--- config.mk ---
export PLATFORM = sky130hd
export DESIGN_NAME = mc_main_fsm_flat
export DESIGN_NICKNAME = d
export VERILOG_FILES = /design/src/rtl/mc_main_fsm_if.sv /design/src/rtl/mc_main_fsm.sv /design/src/flat_wrapper.sv
export SDC_FILE = /design/constraint.sdc
export NUM_CORES = 1
export LEC_CHECK = 0
export CELL_PAD_IN_SITES_DETAIL_PLACEMENT = 1
export CELL_PAD_IN_SITES_GLOBAL_PLACEMENT = 1
export CORE_MARGIN = 1
export CORE_UTILIZATION = 35
export DETAILED_ROUTE_END_ITERATION = 6
export PLACE_DENSITY_LB_ADDON = 0.1
export SLEW_MARGIN = 20
export SYNTH_ARGS = -nofsm -noshare
export SYNTH_HDL_FRONTEND = slang
export SYNTH_SLANG_ARGS = --single-unit
--- constraint.sdc ---
create_clock -name clk_i -period 2 [get_ports clk_i]
set_input_delay 0.2 -clock clk_i [delete_from_list [all_inputs] [get_ports clk_i]]
set_output_delay 0.2 -clock clk_i [all_outputs]
set_load 0.005 [all_outputs]
--- src/rtl/mc_main_fsm_if.sv ---
// Purpose : controller <-> datapath/memory signal bundle for the multicycle MIPS main FSM.
// Latency : pure wiring, no state.
// Backpressure: mem_ready_i from memory stretches memory states; all other signals are strobes.
// Ports   : op_i6/mem_ready_i flow into the controller (master); all *_o controls flow out.
interface mc_main_fsm_if #(
   parameter int CNT_W = 32
);
   logic [5:0]       op_i6;
   logic             mem_ready_i;
   logic             mem_req_o;
   logic             mem_write_o;
   logic             iord_o;
   logic             ir_write_o;
   logic             pc_write_o;
   logic             branch_o;
   logic             branch_ne_o;
   logic             reg_write_o;
   logic [1:0]       reg_dst_o2;
   logic [1:0]       mem_to_reg_o2;
   logic             alu_src_a_o;
   logic [1:0]       alu_src_b_o2;
   logic [1:0]       alu_op_o2;
   logic [1:0]       pc_src_o2;
   logic             illegal_o;
   logic [3:0]       state_o4;
   logic [CNT_W-1:0] retired_o;

   // Controller side.
   modport master (
      input  op_i6, mem_ready_i,
      output mem_req_o, mem_write_o, iord_o, ir_write_o, pc_write_o,
             branch_o, branch_ne_o, reg_write_o, reg_dst_o2, mem_to_reg_o2,
             alu_src_a_o, alu_src_b_o2, alu_op_o2, pc_src_o2,
             illegal_o, state_o4, retired_o
   );

   // Datapath / memory side.
   modport slave (
      output op_i6, mem_ready_i,
      input  mem_req_o, mem_write_o, iord_o, ir_write_o, pc_write_o,
             branch_o, branch_ne_o, reg_write_o, reg_dst_o2, mem_to_reg_o2,
             alu_src_a_o, alu_src_b_o2, alu_op_o2, pc_src_o2,
             illegal_o, state_o4, retired_o
   );
endinterface

--- src/rtl/mc_main_fsm.sv ---
// Purpose : Moore main controller sequencing fetch/decode/execute/mem/writeback for a multicycle MIPS.
// Latency : one state per clock; controls are decoded from the current state (FETCH writes gated by mem_ready).
// Backpressure: FETCH/MEMREAD/MEMWRITE hold while mem_ready_i is low (when EN_WAIT), outputs stay stable.
// Ports   : clk_i/rst_i (sync, active-high); bus.master carries opcode, mem_ready and all datapath
//           controls, plus illegal_o trap flag, state_o4 debug state and retired_o instruction count.
module mc_main_fsm #(
   parameter int EN_BNE      = 1,
   parameter int EN_JAL      = 1,
   parameter int EN_WAIT     = 1,
   parameter int TRAP_STICKY = 1,
   parameter int CNT_W       = 32
) (
   input  logic         clk_i,
   input  logic         rst_i,
   mc_main_fsm_if.master bus
);

   typedef enum logic [3:0] {
      S_FETCH    = 4'd0,
      S_DECODE   = 4'd1,
      S_MEMADR   = 4'd2,
      S_MEMREAD  = 4'd3,
      S_MEMWB    = 4'd4,
      S_MEMWRITE = 4'd5,
      S_EXECUTE  = 4'd6,
      S_ALUWB    = 4'd7,
      S_BRANCH   = 4'd8,
      S_ADDIEXE  = 4'd9,
      S_ADDIWB   = 4'd10,
      S_JUMP     = 4'd11,
      S_JAL      = 4'd12,
      S_TRAP     = 4'd15
   } state_t;

   localparam logic [5:0] OP_RTYPE = 6'b000000;
   localparam logic [5:0] OP_LW    = 6'b100011;
   localparam logic [5:0] OP_SW    = 6'b101011;
   localparam logic [5:0] OP_BEQ   = 6'b000100;
   localparam logic [5:0] OP_BNE   = 6'b000101;
   localparam logic [5:0] OP_ADDI  = 6'b001000;
   localparam logic [5:0] OP_J     = 6'b000010;
   localparam logic [5:0] OP_JAL   = 6'b000011;

   state_t           state, state_n;
   logic [5:0]       op_q;          // opcode captured in DECODE, used by MEMADR/BRANCH
   logic [CNT_W-1:0] retired_q;
   logic             illegal_q;
   logic             ready;
   logic             retire;
   logic             illegal_det;

   logic       mem_req, mem_write, iord, ir_write, pc_write;
   logic       branch, branch_ne, reg_write, alu_src_a;
   logic [1:0] reg_dst, mem_to_reg, alu_src_b, alu_op, pc_src;

   // Without wait states the memory is assumed to answer every cycle.
   assign ready = (EN_WAIT == 0) ? 1'b1 : bus.mem_ready_i;

   always_ff @(posedge clk_i) begin
      if (rst_i) begin
         state     <= S_FETCH;
         op_q      <= 6'd0;
         retired_q <= '0;
         illegal_q <= 1'b0;
      end else begin
         state <= state_n;
         if (state == S_DECODE) begin
            op_q <= bus.op_i6;
         end
         if (retire) begin
            retired_q <= retired_q + CNT_W'(1);
         end
         // Sticky: flag stays with the TRAP state; otherwise a one-cycle pulse.
         if (TRAP_STICKY != 0) begin
            illegal_q <= illegal_q | illegal_det;
         end else begin
            illegal_q <= illegal_det;
         end
      end
   end

   always_comb begin
      state_n     = state;
      retire      = 1'b0;
      illegal_det = 1'b0;
      mem_req     = 1'b0;
      mem_write   = 1'b0;
      iord        = 1'b0;
      ir_write    = 1'b0;
      pc_write    = 1'b0;
      branch      = 1'b0;
      branch_ne   = 1'b0;
      reg_write   = 1'b0;
      reg_dst     = 2'b00;
      mem_to_reg  = 2'b00;
      alu_src_a   = 1'b0;
      alu_src_b   = 2'b00;
      alu_op      = 2'b00;
      pc_src      = 2'b00;

      case (state)
         S_FETCH: begin
            mem_req   = 1'b1;
            alu_src_b = 2'b01;
            // IR and PC load only in the cycle memory actually returns the word.
            ir_write  = ready;
            pc_write  = ready;
            if (ready) state_n = S_DECODE;
         end
         S_DECODE: begin
            alu_src_b = 2'b11;     // PC + (signimm<<2): speculative branch target
            case (bus.op_i6)
               OP_LW, OP_SW: state_n = S_MEMADR;
               OP_RTYPE:     state_n = S_EXECUTE;
               OP_BEQ:       state_n = S_BRANCH;
               OP_ADDI:      state_n = S_ADDIEXE;
               OP_J:         state_n = S_JUMP;
               OP_BNE: begin
                  if (EN_BNE != 0) state_n = S_BRANCH;
                  else             illegal_det = 1'b1;
               end
               OP_JAL: begin
                  if (EN_JAL != 0) state_n = S_JAL;
                  else             illegal_det = 1'b1;
               end
               default:      illegal_det = 1'b1;
            endcase
            if (illegal_det) begin
               state_n = (TRAP_STICKY != 0) ? S_TRAP : S_FETCH;
            end
         end
         S_MEMADR: begin
            alu_src_a = 1'b1;
            alu_src_b = 2'b10;
            state_n   = (op_q == OP_SW) ? S_MEMWRITE : S_MEMREAD;
         end
         S_MEMREAD: begin
            mem_req = 1'b1;
            iord    = 1'b1;
            if (ready) state_n = S_MEMWB;
         end
         S_MEMWB: begin
            reg_write  = 1'b1;
            mem_to_reg = 2'b01;
            state_n    = S_FETCH;
            retire     = 1'b1;
         end
         S_MEMWRITE: begin
            mem_req   = 1'b1;
            iord      = 1'b1;
            mem_write = 1'b1;
            if (ready) begin
               state_n = S_FETCH;
               retire  = 1'b1;
            end
         end
         S_EXECUTE: begin
            alu_src_a = 1'b1;
            alu_op    = 2'b10;
            state_n   = S_ALUWB;
         end
         S_ALUWB: begin
            reg_write = 1'b1;
            reg_dst   = 2'b01;
            state_n   = S_FETCH;
            retire    = 1'b1;
         end
         S_BRANCH: begin
            alu_src_a = 1'b1;
            alu_op    = 2'b01;
            pc_src    = 2'b01;
            branch    = (op_q == OP_BEQ);
            branch_ne = (op_q == OP_BNE);
            state_n   = S_FETCH;
            retire    = 1'b1;
         end
         S_ADDIEXE: begin
            alu_src_a = 1'b1;
            alu_src_b = 2'b10;
            state_n   = S_ADDIWB;
         end
         S_ADDIWB: begin
            reg_write = 1'b1;
            state_n   = S_FETCH;
            retire    = 1'b1;
         end
         S_JUMP: begin
            pc_write = 1'b1;
            pc_src   = 2'b10;
            state_n  = S_FETCH;
            retire   = 1'b1;
         end
         S_JAL: begin
            pc_write   = 1'b1;
            pc_src     = 2'b10;
            reg_write  = 1'b1;
            reg_dst    = 2'b10;
            mem_to_reg = 2'b10;
            state_n    = S_FETCH;
            retire     = 1'b1;
         end
         S_TRAP: begin
            state_n = S_TRAP;  // only reset leaves
         end
         default: begin
            state_n = S_FETCH;
         end
      endcase
   end

   assign bus.mem_req_o     = mem_req;
   assign bus.mem_write_o   = mem_write;
   assign bus.iord_o        = iord;
   assign bus.ir_write_o    = ir_write;
   assign bus.pc_write_o    = pc_write;
   assign bus.branch_o      = branch;
   assign bus.branch_ne_o   = branch_ne;
   assign bus.reg_write_o   = reg_write;
   assign bus.reg_dst_o2    = reg_dst;
   assign bus.mem_to_reg_o2 = mem_to_reg;
   assign bus.alu_src_a_o   = alu_src_a;
   assign bus.alu_src_b_o2  = alu_src_b;
   assign bus.alu_op_o2     = alu_op;
   assign bus.pc_src_o2     = pc_src;
   assign bus.illegal_o     = illegal_q;
   assign bus.state_o4      = state;
   assign bus.retired_o     = retired_q;

endmodule
--- src/flat_wrapper.sv ---
// flat-port wrapper written by rule: the top's interface ports become plain ports
module mc_main_fsm_flat 
#(
   parameter int EN_BNE      = 1,
   parameter int EN_JAL      = 1,
   parameter int EN_WAIT     = 1,
   parameter int TRAP_STICKY = 1,
   parameter int CNT_W       = 32
)
  (clk_i, rst_i, bus_op_i6, bus_mem_ready_i, bus_mem_req_o, bus_mem_write_o, bus_iord_o, bus_ir_write_o, bus_pc_write_o, bus_branch_o, bus_branch_ne_o, bus_reg_write_o, bus_reg_dst_o2, bus_mem_to_reg_o2, bus_alu_src_a_o, bus_alu_src_b_o2, bus_alu_op_o2, bus_pc_src_o2, bus_illegal_o, bus_state_o4, bus_retired_o);
  mc_main_fsm_if #(.CNT_W(CNT_W)) bus_i ();
  input  logic clk_i;
  input  logic rst_i;
  input wire logic [$bits(bus_i.op_i6)-1:0] bus_op_i6;
  input wire logic [$bits(bus_i.mem_ready_i)-1:0] bus_mem_ready_i;
  output wire logic [$bits(bus_i.mem_req_o)-1:0] bus_mem_req_o;
  output wire logic [$bits(bus_i.mem_write_o)-1:0] bus_mem_write_o;
  output wire logic [$bits(bus_i.iord_o)-1:0] bus_iord_o;
  output wire logic [$bits(bus_i.ir_write_o)-1:0] bus_ir_write_o;
  output wire logic [$bits(bus_i.pc_write_o)-1:0] bus_pc_write_o;
  output wire logic [$bits(bus_i.branch_o)-1:0] bus_branch_o;
  output wire logic [$bits(bus_i.branch_ne_o)-1:0] bus_branch_ne_o;
  output wire logic [$bits(bus_i.reg_write_o)-1:0] bus_reg_write_o;
  output wire logic [$bits(bus_i.reg_dst_o2)-1:0] bus_reg_dst_o2;
  output wire logic [$bits(bus_i.mem_to_reg_o2)-1:0] bus_mem_to_reg_o2;
  output wire logic [$bits(bus_i.alu_src_a_o)-1:0] bus_alu_src_a_o;
  output wire logic [$bits(bus_i.alu_src_b_o2)-1:0] bus_alu_src_b_o2;
  output wire logic [$bits(bus_i.alu_op_o2)-1:0] bus_alu_op_o2;
  output wire logic [$bits(bus_i.pc_src_o2)-1:0] bus_pc_src_o2;
  output wire logic [$bits(bus_i.illegal_o)-1:0] bus_illegal_o;
  output wire logic [$bits(bus_i.state_o4)-1:0] bus_state_o4;
  output wire logic [$bits(bus_i.retired_o)-1:0] bus_retired_o;
  assign bus_i.op_i6 = bus_op_i6;
  assign bus_i.mem_ready_i = bus_mem_ready_i;
  assign bus_mem_req_o = bus_i.mem_req_o;
  assign bus_mem_write_o = bus_i.mem_write_o;
  assign bus_iord_o = bus_i.iord_o;
  assign bus_ir_write_o = bus_i.ir_write_o;
  assign bus_pc_write_o = bus_i.pc_write_o;
  assign bus_branch_o = bus_i.branch_o;
  assign bus_branch_ne_o = bus_i.branch_ne_o;
  assign bus_reg_write_o = bus_i.reg_write_o;
  assign bus_reg_dst_o2 = bus_i.reg_dst_o2;
  assign bus_mem_to_reg_o2 = bus_i.mem_to_reg_o2;
  assign bus_alu_src_a_o = bus_i.alu_src_a_o;
  assign bus_alu_src_b_o2 = bus_i.alu_src_b_o2;
  assign bus_alu_op_o2 = bus_i.alu_op_o2;
  assign bus_pc_src_o2 = bus_i.pc_src_o2;
  assign bus_illegal_o = bus_i.illegal_o;
  assign bus_state_o4 = bus_i.state_o4;
  assign bus_retired_o = bus_i.retired_o;
  mc_main_fsm #(.EN_BNE(EN_BNE), .EN_JAL(EN_JAL), .EN_WAIT(EN_WAIT), .TRAP_STICKY(TRAP_STICKY), .CNT_W(CNT_W)) u_core (.clk_i(clk_i), .rst_i(rst_i), .bus(bus_i));
endmodule
==> impl_results.md <==
* Status: finished, final reports clean
* Pint at 2.27 mW
* Seq pwr share at a little under a third
* Hold path startpoint: u_core.bus.illegal_o
* Critical path's largest stage delay at 0.44 ns
* Syn_nets at 337
* Critical path, cell by cell: buf_8, buf_4, nand3b_1, a21oi_1, or2_2, clkdlybuf4s50_1
* ANT nets after route at 0
* Worst EP required at about 1.8 ns
* Util after Layout at between 50% and 60%
* Met1 Track Usage GR at 28.4%
* Clk pwr share at roughly a quarter
* TritonCTS buffer count at 5
* Startpoint Class: flip-flop
* Power Total at 3.41 mW
* R2R setup slack at approximately 0.06 ns
* Peak Freq at 503 MHz
* Starting Density at 36.4%
* Sw Share at 33.6%
* Ys async rst share at 0%
* Die area at 0.00750 mm^2
* H-tree levels at 2
* CTS Sinks at 43
* CP startpoint: u_core.bus.state_o4[1]
* Worst slack, placed at -0.0845 ns
* Overall Global Routing Usage at a little over a fifth
* GR peak layer: met2
* Initial DRC Count at 150
* Post-Syn Instances at 327
* GP Congestion at 0.831
* EDFF count, synth at 0
* Post-layout worst setup margin at around 0.011 ns
* R2R Path Start: u_core.bus.retired_o[0]
* Peak supply drop at 0.312 mV
* Post-Route Skew at 0.00431 ns
* Mapped cell area at 0.00250 mm^2
* Die width at roughly 87 um
* Residual DRC at 0
* Sequential area share after synthesis at 34.4%
* Global-route wire length before repair at 12.9 mm
* Fin crit share at approximately 100%
* Via/cell ratio at around 5.4
* Arrival time worst endpoint at 1.79 ns
* Number of max-cap violations at 0
* Syn. warnings at 0
* Number of hold buffers added after cts at 0
* Root Driver: clkbuf_8
* Die height at 86.6 um
* GRT met2 Usage at 36.9%
* Area grow syn2layout at 50.3%
* GRT overflow at 0
* PortBufs at 64
* Max_slew headroom at between 60% and 70%
* Synth Flop Type: dfxtp_1
* Antenna Cells at 0
* Final setup vio count at 0
* Cell Pwr Density at 907 mW/mm^2
* WL final at 8.08 mm
* Static leakage at approximately 1.4 nW
* Fin. max-slew vios at 0
* Crit Path Category: flip-flop to output pin
* First-pass iteration count of the detailed router at 4
* Core area at 0.00687 mm^2
* Worst Max-Slew Pin Slew at 0.546 ns
* Bufs on Longest Clock Path at 2
* Max FO, Critical Path at 13
* Clock latency on the worst-skew pair at 0.31 ns
* Final nets at 431
* Seq cells post-synth at 43
* Vias at 2808
* Final hold viol count at 0
* HPWL after DPL at 5.55 mm
* Ports at 65
* Worst Hold Class: flip-flop to flip-flop
* Fillers at between 800 and 900
* Distinct cells, synth at 51
* Initial antenna violation count at 0
* Clock slew at reported path FFs at 0.09 ns
* FP Rows at 30
* Syn Area/Cell at 7.66 um^2
* Share of cells above drive strength 1 at 21.1%
* TritonCTS clock tree: built
* Vias in the first global route at between 2k and 3k
* CP Capture Type: output pin
* RSZ-0062 raised after global routing: yes
* Gate power share at 45.0%
* Routed WL per cell at 15.6 um
* Critical-path top delay cell: clkdlybuf4s50_1
* Largest net degree at the start of global routing at 23
* Tmin final at 1.99 ns
* GR Util met3 at 4.29%
* Switching power at 1.15 mW
## worst max-delay path: cells and delay by family, from the launching register on
kind	cells	cell delay [ns]
buf+inv	3	0.72
flops	1	0.34
simple gates	2	0.34
compound gates	1	0.07
## flip-flops by register name (all words and copies together), names as in the netlist
| signal | cells |
|---|---|
| u_core.bus.retired_o | 32 |
| u_core.bus.state_o4 | 4 |
| u_core.op_q | 6 |
| u_core.bus.illegal_o | 1 |
## power groups by stage
stage               Sequential (mW)  Clock [mW]  Combinational [mW]
global route                   1.06       0.884                1.66
CTS                            1.04       0.845                1.47
finish                         1.05       0.828                1.54
global placement               1.03           0                1.34
detailed placement             1.04           0                1.38
floorplan                      1.02           0               0.710
## cell type report
cell class	count	area (um^2)	share of cell area [%]
clock buffers	5	68.8	1.83
clock inverters	3	67.6	1.80
inverters	7	26.3	0.698
multi-input cells	254	1550	41.2
flip-flops and latches	43	873	23.2
well taps	96	120	3.19
repair buffers	110	1060	28.1
## metal layers
| layer | wire length [um] | vias up |
|---|---|---|
| li1 | - | 1387 |
| met1 | 3830 | 1376 |
| met2 | 3960 | 39 |
| met3 | 223 | 6 |
| met4 | 58 | 0 |
| met5 | 0 | - |
## path summary, 6_finish.rpt
kind,endpoint,cells after the start
min reg2reg,u_core.bus.illegal_o,2
max,bus_reg_write_o,6
max reg2reg,u_core.bus.retired_o[28],7
min,u_core.bus.illegal_o,2
## synthesized netlist by cell type (all sizes together), types with 2 or more instances
master   n  area [um^2]
xor2     2         17.5
nor4     6         43.8
nand3   12         60.1
a21o     3         22.5
clkbuf  18         68.8
o31ai   11         82.6
or3     13         88.8
nor3     9         50.1
nand4   11         75.1
inv      6         22.5
nor3b    2         15.0
and4     3         27.5
and3     3         18.8
a31o     3         26.3
nor2    29          109
mux2i    2         20.0
a222oi   2         20.0
or4     10         75.1
o21ai   15         75.1
a31oi    3         18.8
buf      5         36.3
dfxtp   43          861
nand2   32          120
nand2b   9         56.3
and2     2         12.5
mux2     4         45.0
nor2b    4         25.0
or2      4         25.0
nand3b   5         37.5
a21oi   37          185
xnor2    8         70.1
## repair_timing
| item | CTS | global route |
|---|---|---|
| gates resized for setup | 15 | 18 |
| pin swaps | 1 | 0 |
| endpoints found under the setup margin | 10 | 21 |
| buffers inserted | 6 | 5 |
| gates cloned | 0 | 1 |
## through the flow
step | std cells | instance area (um^2) | hold WS, ns | setup TNS (ns)
2_1_floorplan | 327 | 2500 | 0.336 | 0
3_3_place_gp | 498 | 3430 | 0.460 | -0.0481
3_5_place_dp | 498 | 3430 | 0.464 | -0.396
4_1_cts | 512 | 3650 | 0.485 | -0.00333
5_1_grt | 518 | 3760 | 0.496 | -0.320
6_report | 518 | 3760 | 0.476 | 0
## cells in the final DEF, fill, tap and decap left out, drive strengths merged, types with 3 or more instances in the layout
master / synthesis / routed
o21ai: 15 / 15
nand3b: 5 / 5
a31oi: 3 / 3
nand2: 32 / 32
nor2: 29 / 29
and4: 3 / 3
mux2: 4 / 4
or4: 10 / 10
nand3: 12 / 12
dfxtp: 43 / 43
clkbuf: 18 / 6
nor3: 9 / 9
xnor2: 8 / 8
a21o: 3 / 3
a21oi: 37 / 37
inv: 6 / 6
o31ai: 11 / 11
dlymetal6s2s: 0 / 6
nand4: 11 / 11
or2: 4 / 4
clkdlybuf4s50: 0 / 57
nor4: 6 / 6
a31o: 3 / 3
nor2b: 4 / 4
nand2b: 9 / 9
and3: 3 / 3
buf: 5 / 45
or3: 13 / 13
## kinds of logic (layout without fill, tap and decap cells)
| logic type | Yosys count | count (layout) | synth area share [%] |
|---|---|---|---|
| buffers and inverters | 30 | 125 | 5.25 |
| adders and majority gates | 1 | 1 | 0.500 |
| and+or+nand+nor | 157 | 157 | 34.6 |
| AOI/OAI and AO/OA | 80 | 80 | 19.1 |
| xor gates and xnor gates | 10 | 10 | 3.50 |
| DFF | 43 | 43 | 34.4 |
| muxes | 6 | 6 | 2.60 |
Power figures use the tool's default switching activity.
